## src/rtl/arp_reply_gen_pkg.sv

```systemverilog
// Shared ARP/Ethernet constants, FSM encoding and the parallel frame record
// used by the ARP reply generator.
package arp_pkg;

  localparam logic [15:0] ETH_TYPE_ARP     = 16'h0806;
  localparam logic [15:0] ARP_HTYPE_ETH    = 16'h0001;
  localparam logic [15:0] ARP_PTYPE_IPV4   = 16'h0800;
  localparam logic [7:0]  ARP_HLEN_ETH     = 8'd6;
  localparam logic [7:0]  ARP_PLEN_IPV4    = 8'd4;
  localparam logic [15:0] ARP_OPER_REQUEST = 16'h0001;
  localparam logic [15:0] ARP_OPER_REPLY   = 16'h0002;
  localparam logic [47:0] ETH_BCAST_MAC    = 48'hffff_ffff_ffff;

  typedef enum logic [0:0] {
    IDLE = 1'b0,
    SEND = 1'b1
  } arp_state_e;

  typedef struct packed {
    logic [47:0] eth_dest_mac;
    logic [47:0] eth_src_mac;
    logic [15:0] eth_type;
    logic [15:0] arp_htype;
    logic [15:0] arp_ptype;
    logic [15:0] arp_oper;
    logic [7:0]  arp_hlen;
    logic [7:0]  arp_plen;
    logic [47:0] arp_sha;
    logic [31:0] arp_spa;
    logic [47:0] arp_tha;
    logic [31:0] arp_tpa;
  } arp_frame_t;

endpackage

```

## src/rtl/arp_reply_gen_if.sv

```systemverilog
// Parsed ARP frame handshake: valid/ready plus the frame as parallel fields.
interface arp_frame_if;

  logic        valid;
  logic        ready;
  logic [47:0] eth_dest_mac;
  logic [47:0] eth_src_mac;
  logic [15:0] eth_type;
  logic [15:0] arp_htype;
  logic [15:0] arp_ptype;
  logic [15:0] arp_oper;
  logic [7:0]  arp_hlen;
  logic [7:0]  arp_plen;
  logic [47:0] arp_sha;
  logic [47:0] arp_tha;
  logic [31:0] arp_spa;
  logic [31:0] arp_tpa;

  modport master (
    output valid, eth_dest_mac, eth_src_mac, eth_type, arp_htype, arp_ptype,
           arp_oper, arp_hlen, arp_plen, arp_sha, arp_tha, arp_spa, arp_tpa,
    input  ready
  );

  modport slave (
    input  valid, eth_dest_mac, eth_src_mac, eth_type, arp_htype, arp_ptype,
           arp_oper, arp_hlen, arp_plen, arp_sha, arp_tha, arp_spa, arp_tpa,
    output ready
  );

endinterface

```

## src/rtl/arp_reply_gen_match.sv

```systemverilog
// Combinational predicate: is this frame an ARP request for our IP that we
// should answer (conflicting sender addresses are never answered).
module arp_req_match
  import arp_pkg::*;
(
  input  logic [47:0] eth_dest_mac,
  input  logic [15:0] eth_type,
  input  logic [15:0] arp_htype,
  input  logic [15:0] arp_ptype,
  input  logic [15:0] arp_oper,
  input  logic [7:0]  arp_hlen,
  input  logic [7:0]  arp_plen,
  input  logic [31:0] arp_spa,
  input  logic [31:0] arp_tpa,
  input  logic [47:0] local_mac,
  input  logic [31:0] local_ip,
  output logic        match
);

  logic hdr_ok_s;
  logic dest_ok_s;
  logic ip_ok_s;

  // Header, destination and address qualification of the candidate request.
  always_comb begin
    hdr_ok_s  = (eth_type == ETH_TYPE_ARP) && (arp_htype == ARP_HTYPE_ETH) &&
                (arp_ptype == ARP_PTYPE_IPV4) && (arp_hlen == ARP_HLEN_ETH) &&
                (arp_plen == ARP_PLEN_IPV4) && (arp_oper == ARP_OPER_REQUEST);
    dest_ok_s = (eth_dest_mac == ETH_BCAST_MAC) || (eth_dest_mac == local_mac);
    ip_ok_s   = (arp_tpa == local_ip) && (arp_spa != local_ip);
    match     = hdr_ok_s && dest_ok_s && ip_ok_s;
  end

endmodule

```

## src/rtl/arp_reply_gen.sv

```systemverilog
// ARP reply generator: answers ARP requests for local_ip through one output
// register. Optional duplicate hold-off is built with ARP_REPLY_HOLDOFF_EN.
module arp_reply_gen
  import arp_pkg::*;
#(
  parameter int CNT_WIDTH      = 16,
  parameter int HOLDOFF_CYCLES = 1024
) (
  input  logic                 clk,
  input  logic                 rst_n,
  arp_frame_if.slave           s_frame,
  arp_frame_if.master          m_frame,
  input  logic [47:0]          local_mac,
  input  logic [31:0]          local_ip,
  output logic                 busy,
  output logic [CNT_WIDTH-1:0] reply_count,
  output logic [CNT_WIDTH-1:0] drop_count
);

  localparam logic [0:0] ST_IDLE = IDLE;
  localparam logic [0:0] ST_SEND = SEND;

  logic [0:0]           state_r;
  logic                 ready_r;
  arp_frame_t           reply_r;
  arp_frame_t           reply_s;
  logic [CNT_WIDTH-1:0] reply_count_r;
  logic [CNT_WIDTH-1:0] drop_count_r;
  logic                 accept_s;
  logic                 match_s;
  logic                 dup_s;
  logic                 reply_go_s;
  logic                 drop_go_s;
  logic                 unused_s;

  function automatic logic [CNT_WIDTH-1:0] sat_inc(input logic [CNT_WIDTH-1:0] v);
    if (&v) begin
      return v;
    end else begin
      return v + CNT_WIDTH'(1);
    end
  endfunction

  arp_req_match u_match (
    .eth_dest_mac (s_frame.eth_dest_mac),
    .eth_type     (s_frame.eth_type),
    .arp_htype    (s_frame.arp_htype),
    .arp_ptype    (s_frame.arp_ptype),
    .arp_oper     (s_frame.arp_oper),
    .arp_hlen     (s_frame.arp_hlen),
    .arp_plen     (s_frame.arp_plen),
    .arp_spa      (s_frame.arp_spa),
    .arp_tpa      (s_frame.arp_tpa),
    .local_mac    (local_mac),
    .local_ip     (local_ip),
    .match        (match_s)
  );

  // ready_r is only ever high in IDLE, so it alone qualifies an accept.
  assign accept_s   = s_frame.valid && ready_r;
  assign reply_go_s = accept_s && match_s && !dup_s;
  assign drop_go_s  = accept_s && !reply_go_s;

`ifdef ARP_REPLY_HOLDOFF_EN
  localparam int HOLD_W = (HOLDOFF_CYCLES > 1) ? $clog2(HOLDOFF_CYCLES) : 1;

  logic              rec_valid_r;
  logic [31:0]       rec_spa_r;
  logic [47:0]       rec_sha_r;
  logic [HOLD_W-1:0] hold_cnt_r;

  // A request repeating the last answered sender inside the window is a duplicate.
  always_comb begin
    dup_s = rec_valid_r && (hold_cnt_r != {HOLD_W{1'b0}}) &&
            (s_frame.arp_spa == rec_spa_r) && (s_frame.arp_sha == rec_sha_r);
  end

  // Last-reply record and its hold-off down-counter.
  always_ff @(posedge clk or negedge rst_n) begin
    if (!rst_n) begin
      rec_valid_r <= 1'b0;
      rec_spa_r   <= 32'h0;
      rec_sha_r   <= 48'h0;
      hold_cnt_r  <= {HOLD_W{1'b0}};
    end else if (reply_go_s) begin
      rec_valid_r <= 1'b1;
      rec_spa_r   <= s_frame.arp_spa;
      rec_sha_r   <= s_frame.arp_sha;
      hold_cnt_r  <= HOLD_W'(HOLDOFF_CYCLES - 1);
    end else if (hold_cnt_r != {HOLD_W{1'b0}}) begin
      hold_cnt_r <= hold_cnt_r - HOLD_W'(1);
      if (hold_cnt_r == HOLD_W'(1)) begin
        rec_valid_r <= 1'b0;
      end
    end else begin
      rec_valid_r <= 1'b0;
    end
  end
`else
  // Without hold-off every matching request is answered.
  always_comb begin
    dup_s = 1'b0;
  end
`endif

  // Reply fields are captured from the request and the station identity at accept.
  always_comb begin
    reply_s              = '0;
    reply_s.eth_dest_mac = s_frame.arp_sha;
    reply_s.eth_src_mac  = local_mac;
    reply_s.eth_type     = ETH_TYPE_ARP;
    reply_s.arp_htype    = ARP_HTYPE_ETH;
    reply_s.arp_ptype    = ARP_PTYPE_IPV4;
    reply_s.arp_hlen     = ARP_HLEN_ETH;
    reply_s.arp_plen     = ARP_PLEN_IPV4;
    reply_s.arp_oper     = ARP_OPER_REPLY;
    reply_s.arp_sha      = local_mac;
    reply_s.arp_spa      = local_ip;
    reply_s.arp_tha      = s_frame.arp_sha;
    reply_s.arp_tpa      = s_frame.arp_spa;
  end

  // Control FSM and output register; no bypass, so SEND always drains before IDLE.
  always_ff @(posedge clk or negedge rst_n) begin
    if (!rst_n) begin
      state_r <= ST_IDLE;
      ready_r <= 1'b0;
      reply_r <= '0;
    end else begin
      case (state_r)
        ST_IDLE: begin
          if (reply_go_s) begin
            state_r <= ST_SEND;
            ready_r <= 1'b0;
            reply_r <= reply_s;
          end else begin
            ready_r <= 1'b1;
          end
        end
        ST_SEND: begin
          if (m_frame.ready) begin
            state_r <= ST_IDLE;
            ready_r <= 1'b1;
          end else begin
            ready_r <= 1'b0;
          end
        end
        default: begin
          state_r <= ST_IDLE;
          ready_r <= 1'b0;
        end
      endcase
    end
  end

  // Saturating status counters.
  always_ff @(posedge clk or negedge rst_n) begin
    if (!rst_n) begin
      reply_count_r <= {CNT_WIDTH{1'b0}};
      drop_count_r  <= {CNT_WIDTH{1'b0}};
    end else begin
      if (reply_go_s) begin
        reply_count_r <= sat_inc(reply_count_r);
      end
      if (drop_go_s) begin
        drop_count_r <= sat_inc(drop_count_r);
      end
    end
  end

  assign s_frame.ready        = ready_r;
  assign m_frame.valid        = (state_r == ST_SEND);
  assign busy                 = (state_r == ST_SEND);
  assign reply_count          = reply_count_r;
  assign drop_count           = drop_count_r;
  assign m_frame.eth_dest_mac = reply_r.eth_dest_mac;
  assign m_frame.eth_src_mac  = reply_r.eth_src_mac;
  assign m_frame.eth_type     = reply_r.eth_type;
  assign m_frame.arp_htype    = reply_r.arp_htype;
  assign m_frame.arp_ptype    = reply_r.arp_ptype;
  assign m_frame.arp_oper     = reply_r.arp_oper;
  assign m_frame.arp_hlen     = reply_r.arp_hlen;
  assign m_frame.arp_plen     = reply_r.arp_plen;
  assign m_frame.arp_sha      = reply_r.arp_sha;
  assign m_frame.arp_spa      = reply_r.arp_spa;
  assign m_frame.arp_tha      = reply_r.arp_tha;
  assign m_frame.arp_tpa      = reply_r.arp_tpa;

  assign unused_s = ^{s_frame.eth_src_mac, s_frame.arp_tha, 32'(HOLDOFF_CYCLES)};

endmodule

```

## src/flat_wrapper.sv

```systemverilog
// flat-port wrapper written by rule: the top's interface ports become plain ports
module arp_reply_gen_flat import arp_pkg::*;
#(
  parameter int CNT_WIDTH      = 16,
  parameter int HOLDOFF_CYCLES = 1024
)
  (clk, rst_n, local_mac, local_ip, busy, reply_count, drop_count, s_frame_valid, s_frame_eth_dest_mac, s_frame_eth_src_mac, s_frame_eth_type, s_frame_arp_htype, s_frame_arp_ptype, s_frame_arp_oper, s_frame_arp_hlen, s_frame_arp_plen, s_frame_arp_sha, s_frame_arp_tha, s_frame_arp_spa, s_frame_arp_tpa, s_frame_ready, m_frame_valid, m_frame_eth_dest_mac, m_frame_eth_src_mac, m_frame_eth_type, m_frame_arp_htype, m_frame_arp_ptype, m_frame_arp_oper, m_frame_arp_hlen, m_frame_arp_plen, m_frame_arp_sha, m_frame_arp_tha, m_frame_arp_spa, m_frame_arp_tpa, m_frame_ready);
  arp_frame_if s_frame_i ();
  arp_frame_if m_frame_i ();
  input  logic clk;
  input  logic rst_n;
  input  logic [47:0] local_mac;
  input  logic [31:0] local_ip;
  output logic busy;
  output logic [CNT_WIDTH-1:0] reply_count;
  output logic [CNT_WIDTH-1:0] drop_count;
  input wire logic [$bits(s_frame_i.valid)-1:0] s_frame_valid;
  input wire logic [$bits(s_frame_i.eth_dest_mac)-1:0] s_frame_eth_dest_mac;
  input wire logic [$bits(s_frame_i.eth_src_mac)-1:0] s_frame_eth_src_mac;
  input wire logic [$bits(s_frame_i.eth_type)-1:0] s_frame_eth_type;
  input wire logic [$bits(s_frame_i.arp_htype)-1:0] s_frame_arp_htype;
  input wire logic [$bits(s_frame_i.arp_ptype)-1:0] s_frame_arp_ptype;
  input wire logic [$bits(s_frame_i.arp_oper)-1:0] s_frame_arp_oper;
  input wire logic [$bits(s_frame_i.arp_hlen)-1:0] s_frame_arp_hlen;
  input wire logic [$bits(s_frame_i.arp_plen)-1:0] s_frame_arp_plen;
  input wire logic [$bits(s_frame_i.arp_sha)-1:0] s_frame_arp_sha;
  input wire logic [$bits(s_frame_i.arp_tha)-1:0] s_frame_arp_tha;
  input wire logic [$bits(s_frame_i.arp_spa)-1:0] s_frame_arp_spa;
  input wire logic [$bits(s_frame_i.arp_tpa)-1:0] s_frame_arp_tpa;
  output wire logic [$bits(s_frame_i.ready)-1:0] s_frame_ready;
  output wire logic [$bits(m_frame_i.valid)-1:0] m_frame_valid;
  output wire logic [$bits(m_frame_i.eth_dest_mac)-1:0] m_frame_eth_dest_mac;
  output wire logic [$bits(m_frame_i.eth_src_mac)-1:0] m_frame_eth_src_mac;
  output wire logic [$bits(m_frame_i.eth_type)-1:0] m_frame_eth_type;
  output wire logic [$bits(m_frame_i.arp_htype)-1:0] m_frame_arp_htype;
  output wire logic [$bits(m_frame_i.arp_ptype)-1:0] m_frame_arp_ptype;
  output wire logic [$bits(m_frame_i.arp_oper)-1:0] m_frame_arp_oper;
  output wire logic [$bits(m_frame_i.arp_hlen)-1:0] m_frame_arp_hlen;
  output wire logic [$bits(m_frame_i.arp_plen)-1:0] m_frame_arp_plen;
  output wire logic [$bits(m_frame_i.arp_sha)-1:0] m_frame_arp_sha;
  output wire logic [$bits(m_frame_i.arp_tha)-1:0] m_frame_arp_tha;
  output wire logic [$bits(m_frame_i.arp_spa)-1:0] m_frame_arp_spa;
  output wire logic [$bits(m_frame_i.arp_tpa)-1:0] m_frame_arp_tpa;
  input wire logic [$bits(m_frame_i.ready)-1:0] m_frame_ready;
  assign s_frame_i.valid = s_frame_valid;
  assign s_frame_i.eth_dest_mac = s_frame_eth_dest_mac;
  assign s_frame_i.eth_src_mac = s_frame_eth_src_mac;
  assign s_frame_i.eth_type = s_frame_eth_type;
  assign s_frame_i.arp_htype = s_frame_arp_htype;
  assign s_frame_i.arp_ptype = s_frame_arp_ptype;
  assign s_frame_i.arp_oper = s_frame_arp_oper;
  assign s_frame_i.arp_hlen = s_frame_arp_hlen;
  assign s_frame_i.arp_plen = s_frame_arp_plen;
  assign s_frame_i.arp_sha = s_frame_arp_sha;
  assign s_frame_i.arp_tha = s_frame_arp_tha;
  assign s_frame_i.arp_spa = s_frame_arp_spa;
  assign s_frame_i.arp_tpa = s_frame_arp_tpa;
  assign s_frame_ready = s_frame_i.ready;
  assign m_frame_valid = m_frame_i.valid;
  assign m_frame_eth_dest_mac = m_frame_i.eth_dest_mac;
  assign m_frame_eth_src_mac = m_frame_i.eth_src_mac;
  assign m_frame_eth_type = m_frame_i.eth_type;
  assign m_frame_arp_htype = m_frame_i.arp_htype;
  assign m_frame_arp_ptype = m_frame_i.arp_ptype;
  assign m_frame_arp_oper = m_frame_i.arp_oper;
  assign m_frame_arp_hlen = m_frame_i.arp_hlen;
  assign m_frame_arp_plen = m_frame_i.arp_plen;
  assign m_frame_arp_sha = m_frame_i.arp_sha;
  assign m_frame_arp_tha = m_frame_i.arp_tha;
  assign m_frame_arp_spa = m_frame_i.arp_spa;
  assign m_frame_arp_tpa = m_frame_i.arp_tpa;
  assign m_frame_i.ready = m_frame_ready;
  arp_reply_gen #(.CNT_WIDTH(CNT_WIDTH), .HOLDOFF_CYCLES(HOLDOFF_CYCLES)) u_core (.clk(clk), .rst_n(rst_n), .s_frame(s_frame_i), .m_frame(m_frame_i), .local_mac(local_mac), .local_ip(local_ip), .busy(busy), .reply_count(reply_count), .drop_count(drop_count));
endmodule
```

## config.mk

```make
export PLATFORM = sky130hd
export DESIGN_NAME = arp_reply_gen_flat
export DESIGN_NICKNAME = d
export VERILOG_FILES = /design/src/rtl/arp_reply_gen_pkg.sv /design/src/rtl/arp_reply_gen_if.sv /design/src/rtl/arp_reply_gen_match.sv /design/src/rtl/arp_reply_gen.sv /design/src/flat_wrapper.sv
export SDC_FILE = /design/constraint.sdc
export NUM_CORES = 1
export LEC_CHECK = 0
export CAP_MARGIN = 40
export CORE_AREA = 2 2 307 309
export CTS_CLUSTER_SIZE = 14
export DETAILED_ROUTE_END_ITERATION = 8
export DIE_AREA = 0 0 309 311
export PLACE_DENSITY = 0.36
export SKIP_CTS_REPAIR_TIMING = 1
export SLEW_MARGIN = 15
export SYNTH_ARGS = -nofsm -noshare
export SYNTH_HDL_FRONTEND = slang
export SYNTH_SLANG_ARGS = --single-unit
```

## constraint.sdc

```tcl
create_clock -name clk -period 6.1 [get_ports clk]
set_input_delay 0.915 -clock clk [delete_from_list [all_inputs] [get_ports clk]]
set_output_delay 0.915 -clock clk [all_outputs]
set_load 0.01 [all_outputs]
```

# --- After elaboration in Yosys (flattened, before gate mapping) ---
# Index checks and enable logic that the tools add are counted.
totals:
  ff_bits: 197
  latch_bits: 0
  ramBits: 0
  romBits: 0
  input_bits: 420
  output_inout_bits: 371
  word_cells: 50
  n_memories: 0
op_classes:
  add_sub_neg: 2
  multipliers: 0
  div: 0
  n_lt_le_gt_ge: 0
  n_eq_ne: 10
  shift: 0
  mux: 6
  bitwise_logic: 3
  n_reduce_logical: 18
ops:
  columns: ["operator", "count"]
  rows:
  - ["$eq A48 B48 Y1", 1]
  - ["$eq A48 B48 Y1 const B", 1]
  - ["$add A16 B1 Y16 const B", 2]
  - ["$eq A16 B1 Y1 const B", 2]
  - ["$eq A16 B12 Y1 const B", 2]
  - ["$eq A32 B32 Y1", 1]
  - ["$ne A32 B32 Y1", 1]
  - ["$reduce_and A16 Y1", 2]
  - ["$eq A8 B3 Y1 const B", 2]
  - ["$logic_and A1 B1 Y1", 11]
  - ["$reduce_and A2 Y1", 3]
  - ["$mux W1", 4]
  - ["$pmux W1 S2", 2]
  - ["$not A1 Y1", 3]
  - ["$logic_not A1 Y1", 1]
  - ["$logic_or A1 B1 Y1", 1]

# --- Longest topological paths before layout ---
depth:
  ltp_word: 12
  ltp_mapped: 10
  mapped_depth_nobuf: 8

# --- Cells and area by module ---
# A second synthesis with hierarchy kept.
unflattened:
  cells_unflattened: 1199
  hier_area_um2: 10521.3
modules_own_cells:
  columns: ["mod", "instances", "cells_each", "area_each_um2", "seq_area_each_um2"]
  rows:
  - ["arp_reply_gen", 1, 1006, 8984.9, 4879.7]
  - ["arp_req_match", 1, 193, 1536.5, 0.0]

# --- Worst setup path before layout ---
# Ideal clock, no wire load.
synth_timing:
  path_type: "input -> register"
  from: "input s_frame_arp_hlen[6]"
  to: "register u_core.reply_r (netlist bit u_core.m_frame.arp_spa[0])"
  t_arrival_ns: 3.004
  setup_slack_ns: 2.971
  path_stages: 9
  path_buffers: 3
  path_cell_list: "nor4_1 > nand4_1 > or4_1 > a2111oi_4 > nand3_1 > buf_2 > buf_6 > buf_6 > mux2_4"
synth_between:
  elab_chain_len: 8
synth_lines:
  columns: ["item", "line_no", "rtl"]
  rows:
  - ["from (decl)", "flat_wrapper.sv:24", "input wire logic [$bits(s_frame_i.arp_hlen)-1:0] s_frame_arp_hlen;"]
  - ["$eq A8 B3 Y1", "arp_reply_gen_match.sv:27", "(arp_ptype == ARP_PTYPE_IPV4) && (arp_hlen == ARP_HLEN_ETH) &&"]
  - ["$logic_and A1 B1 Y1 (2 in a row)", "arp_reply_gen_match.sv:27", null]
  - ["$logic_and A1 B1 Y1", "arp_reply_gen_match.sv:28", "(arp_plen == ARP_PLEN_IPV4) && (arp_oper == ARP_OPER_REQUEST);"]
  - ["$logic_and A1 B1 Y1 (2 in a row)", "arp_reply_gen_match.sv:31", "match = hdr_ok_s && dest_ok_s && ip_ok_s;"]
  - ["$logic_and A1 B1 Y1", "arp_reply_gen.sv:61", "assign reply_go_s = accept_s && match_s && !dup_s;"]
  - ["$reduce_and A2 Y1 (no source line)", null, null]
  - ["to (signal assigned)", "arp_reply_gen.sv:135", "reply_r <= reply_s;"]
  - ["to (decl)", "arp_reply_gen.sv:25", "arp_frame_t reply_r;"]
# No other way between the ends.
# A chain may end at the register's enable or synchronous reset.

# --- Final worst setup path ---
layout_timing:
  from: "input s_frame_arp_htype[3]"
  to: "register u_core.reply_r (netlist bit u_core.m_frame.arp_tpa[4])"
layout_between:
  elab_chain_len: 10
layout_lines:
  columns: ["item", "line_no", "rtl"]
  rows:
  - ["from (decl)", "flat_wrapper.sv:21", "input wire logic [$bits(s_frame_i.arp_htype)-1:0] s_frame_arp_htype;"]
  - ["$eq A16 B1 Y1", "arp_reply_gen_match.sv:26", "hdr_ok_s = (eth_type == ETH_TYPE_ARP) && (arp_htype == ARP_HTYPE_ETH) &&"]
  - ["$logic_and A1 B1 Y1 (2 in a row)", "arp_reply_gen_match.sv:26", null]
  - ["$logic_and A1 B1 Y1 (2 in a row)", "arp_reply_gen_match.sv:27", null]
  - ["$logic_and A1 B1 Y1", "arp_reply_gen_match.sv:28", null]
  - ["$logic_and A1 B1 Y1 (2 in a row)", "arp_reply_gen_match.sv:31", null]
  - ["$logic_and A1 B1 Y1", "arp_reply_gen.sv:61", null]
  - ["$reduce_and A2 Y1 (no source line)", null, null]
# No other way between the ends.

==> impl_metrics.env <==
export IMPL_fmax_mhz=232
export IMPL_final_util_pct=19.5
export IMPL_hp_class="in2async"
export IMPL_finalHoldViolCount=0
export IMPL_synth_cells=865
export IMPL_final_cells=2664
export IMPL_r2r_end="u_core.drop_count[15]"
export IMPL_slew_viol_final=0
export IMPL_area_growth_syn_to_layout_pct=69.1
export IMPL_synth_area_um2=10700
export IMPL_die_w_um=309
export IMPL_drtPass1Iterations=4
export IMPL_fin_nets=1819
export IMPL_grt_start_max_net_pins=100
export IMPL_synth_avg_cell_area_um2=12.4
export IMPL_setup_violations=0
export IMPL_path_clk_slew_ns=0.08
export IMPL_async_reset_ff_share_pct=100
export IMPL_place_inst=2632
export IMPL_dp_slack_ns=0.846
export IMPL_critPathSlowestCell="clkdlybuf4s50_1"
export IMPL_wl_um=50800
export IMPL_grt_pass1_vias=9066
export IMPL_crit_top_cell="buf_4"
export IMPL_num_rows=112
export IMPL_boundaryPins=791
export IMPL_design_area_um2=18100
export IMPL_ys_seq_area_share_pct=45.6
export IMPL_grt_ovfl_total=0
export IMPL_wl_per_cell_um=19.1
export IMPL_die_area_um2=96100
export IMPL_period_needed_ns=4.31
export IMPL_critPathMaxFanout=24
export IMPL_yosys_register_bits=195
export IMPL_place_detailed_hpwl_um=42400
export IMPL_grt_pass1_wl_um=69400
export IMPL_min_period_over_period_pct=70.7
export IMPL_cts_htree_levels=4
export IMPL_cts_buffer_depth=2
export IMPL_outcome="complete, no violations"
export IMPL_drc=0
export IMPL_critPathKind="in2reg"
export IMPL_ir_worst_vdd_uv=221
export IMPL_fin_ws_ns=1.79
export IMPL_insertion_delay_ns=0.51
export IMPL_crit_required_ns=6.49
export IMPL_start_util_pct=11.5
export IMPL_finClkSkew_ns=0.0102
export IMPL_drt_iter0_markers=233
export IMPL_rsz0062_at_grt="false"
export IMPL_n_fill_cell=10200
export IMPL_cap_viol_max_count=0
export IMPL_path_cells="clkdlybuf4s50_1 > nor4_2 > buf_4 > nand4_1 > or4_1 > a2111oi_4 > buf_4 > nand3_4 > buf_12 > buf_4 > mux2_4"
export IMPL_gp_congestion=0.785
export IMPL_via_count=8407
export IMPL_io_buffer_count=623
export IMPL_setup_worst_path_start="s_frame_arp_htype[3]"
export IMPL_cts_buffers=17
export IMPL_clockRootBuffer="clkbuf_16"
export IMPL_antenna_found_initial=7
export IMPL_end_kind="flop"
export IMPL_r2r_slack_ns=3.57
export IMPL_worstMarginPinSlew_ns=0.921
export IMPL_placedInstanceArea_um2=17500
export IMPL_core_area_um2=92800
export IMPL_power_density_nw_per_um2=171
export IMPL_drive_above_1_share_pct=15.6
export IMPL_cp_slowest_stage_delay_ns=0.70
export IMPL_routed_via_density=3.16
export IMPL_synth_edf_count=0
export IMPL_die_h_um=311
export IMPL_cts_sinks=195
export IMPL_drtAntennaViolNets=0
export IMPL_total_leakage_power_nw=7.47
export IMPL_fin_setup_tns_ns=0
export IMPL_ff2ff_path_depth=8
export IMPL_yosysWarnings=0
export IMPL_synth_cell_types=33
export IMPL_cts_tree="built"
export IMPL_timing_slew_headroom_pct=37.8
export IMPL_arrival_ns=4.71
export IMPL_r2r_start="u_core.drop_count[0]"
export IMPL_start_kind="input port"
export IMPL_ys_flop_type="dfrtp_1"
export IMPL_globalRouteTotalUtil_pct=10.4
-- flip-flops by register name, summed over array words and instances (netlist names) --
name	count
u_core.m_frame.eth_dest_mac	48
u_core.m_frame.eth_src_mac	48
u_core.m_frame.arp_spa	32
u_core.m_frame.arp_tpa	32
u_core.drop_count	16
u_core.reply_count	16
u_core.busy	1
u_core.m_frame.arp_htype	1
u_core.s_frame.ready	1
-- worst max-delay path: cells and delay by family --
kind                   cells  cell delay, ns
AOI/OAI and AO/OA          1            0.29
buffers and inverters      5            1.60
muxes                      1            0.33
and+or+nand+nor            4            1.52
-- Yosys cell counts (2+ instances only) --
cell | count | area, µm²
mux2_2 | 97 | 1090
buf_4 | 176 | 1320
xor2_1 | 45 | 394
and2_1 | 4 | 25.0
nand2_1 | 14 | 52.6
or4_1 | 3 | 22.5
and3_1 | 5 | 31.3
xnor2_1 | 94 | 823
buf_2 | 12 | 60.1
nand2b_1 | 3 | 18.8
buf_6 | 8 | 90.1
nor4bb_1 | 2 | 20.0
mux2_4 | 67 | 1010
nor2_1 | 5 | 18.8
clkbuf_1 | 4 | 15.0
o21ai_0 | 2 | 10.0
nand4_1 | 49 | 307
nor4_1 | 36 | 225
nor4b_1 | 6 | 52.6
dfrtp_1 | 195 | 4880
ha_1 | 2 | 25.0
nand3_1 | 17 | 85.1
nor3_1 | 8 | 40.0
inv_1 | 2 | 7.51
-- logic make-up (layout without fill, tap and decap cells) --
| logic type | count (synthesis) | after routing | synth area share [%] |
|---|---|---|---|
| mux | 164 | 164 | 19.6 |
| other cells | 1 | 72 | 0.0350 |
| xor+xnor | 139 | 139 | 11.4 |
| compound gates | 7 | 7 | 0.620 |
| fa+ha+maj | 2 | 2 | 0.234 |
| flops | 195 | 195 | 45.6 |
| simple gates | 155 | 155 | 8.60 |
| buf+inv | 202 | 676 | 14.0 |
-- per-layer routing --
metal / vias to the layer above / track usage, % / part of all wire, %
met5: - / 0 / 0.061
met4: 6 / 3.50 / 2.3
met3: 48 / 4.31 / 9.1
met2: 431 / 18.5 / 51
met1: 4070 / 10.8 / 37
li1: 3852 / - / -
-- where the power goes --
group	internal (mW)	switching [mW]	leakage, nW
Sequential	1.31	0.0265	2.70
Clock	0.614	0.617	0.279
Combinational	0.292	0.238	4.49
-- how the worst max path moves through the flow --
| stage | end | slack [ns] | depth (start not counted) |
|---|---|---|---|
| after global routing | u_core.m_frame.arp_spa[3] | 1.24 | 11 |
| final | u_core.m_frame.arp_tpa[4] | 1.79 | 11 |
| after floorplan | u_core.m_frame.arp_spa[0] | 2.97 | 9 |
| after global placement | u_core.m_frame.arp_spa[10] | 0.87 | 11 |
| after CTS | u_core.m_frame.arp_spa[0] | 1.42 | 11 |
| after detailed placement | u_core.m_frame.arp_spa[3] | 0.85 | 11 |
-- metrics by stage --
| step | power [mW] | hold slack, ns |
|---|---|---|
| after global placement | 1.91 | 0.489 |
| after detailed placement | 1.91 | 0.492 |
| final | 3.10 | 0.395 |
| after floorplan | 1.53 | 0.516 |
| after global routing | 3.28 | 0.428 |
| after CTS | 3.21 | 0.431 |
-- final cells by class --
| cell class | instances | area, µm² | share of cell area (%) |
|---|---|---|---|
| clock buffers | 17 | 425 | 2.35 |
| repair buffers | 643 | 6430 | 35.5 |
| clock inverters | 14 | 173 | 0.954 |
| multi-input cells | 538 | 4610 | 25.5 |
| inverters | 2 | 7.51 | 0.0415 |
| diodes | 1 | 2.50 | 0.0138 |
| flip-flops and latches | 195 | 4880 | 27.0 |
| well taps | 1254 | 1570 | 8.67 |
-- placed cells by master, fill, tap and decap left out, drive strengths merged, types with 5 or more instances in the layout --
master         netlist  layout
nor2                 5       5
conb                 1      71
inv                  2       7
nor3                 8       8
clkdlybuf4s50        0     622
xnor2               94      94
nand4               49      49
nor4                36      36
and3                 5       5
xor2                45      45
buf                196      21
mux2               164     164
nand2               14      14
clkbuf               4      17
nand3               17      17
nor4b                6       6
dfrtp              195     195
Note: power is estimated with default switching activity, not from simulation.
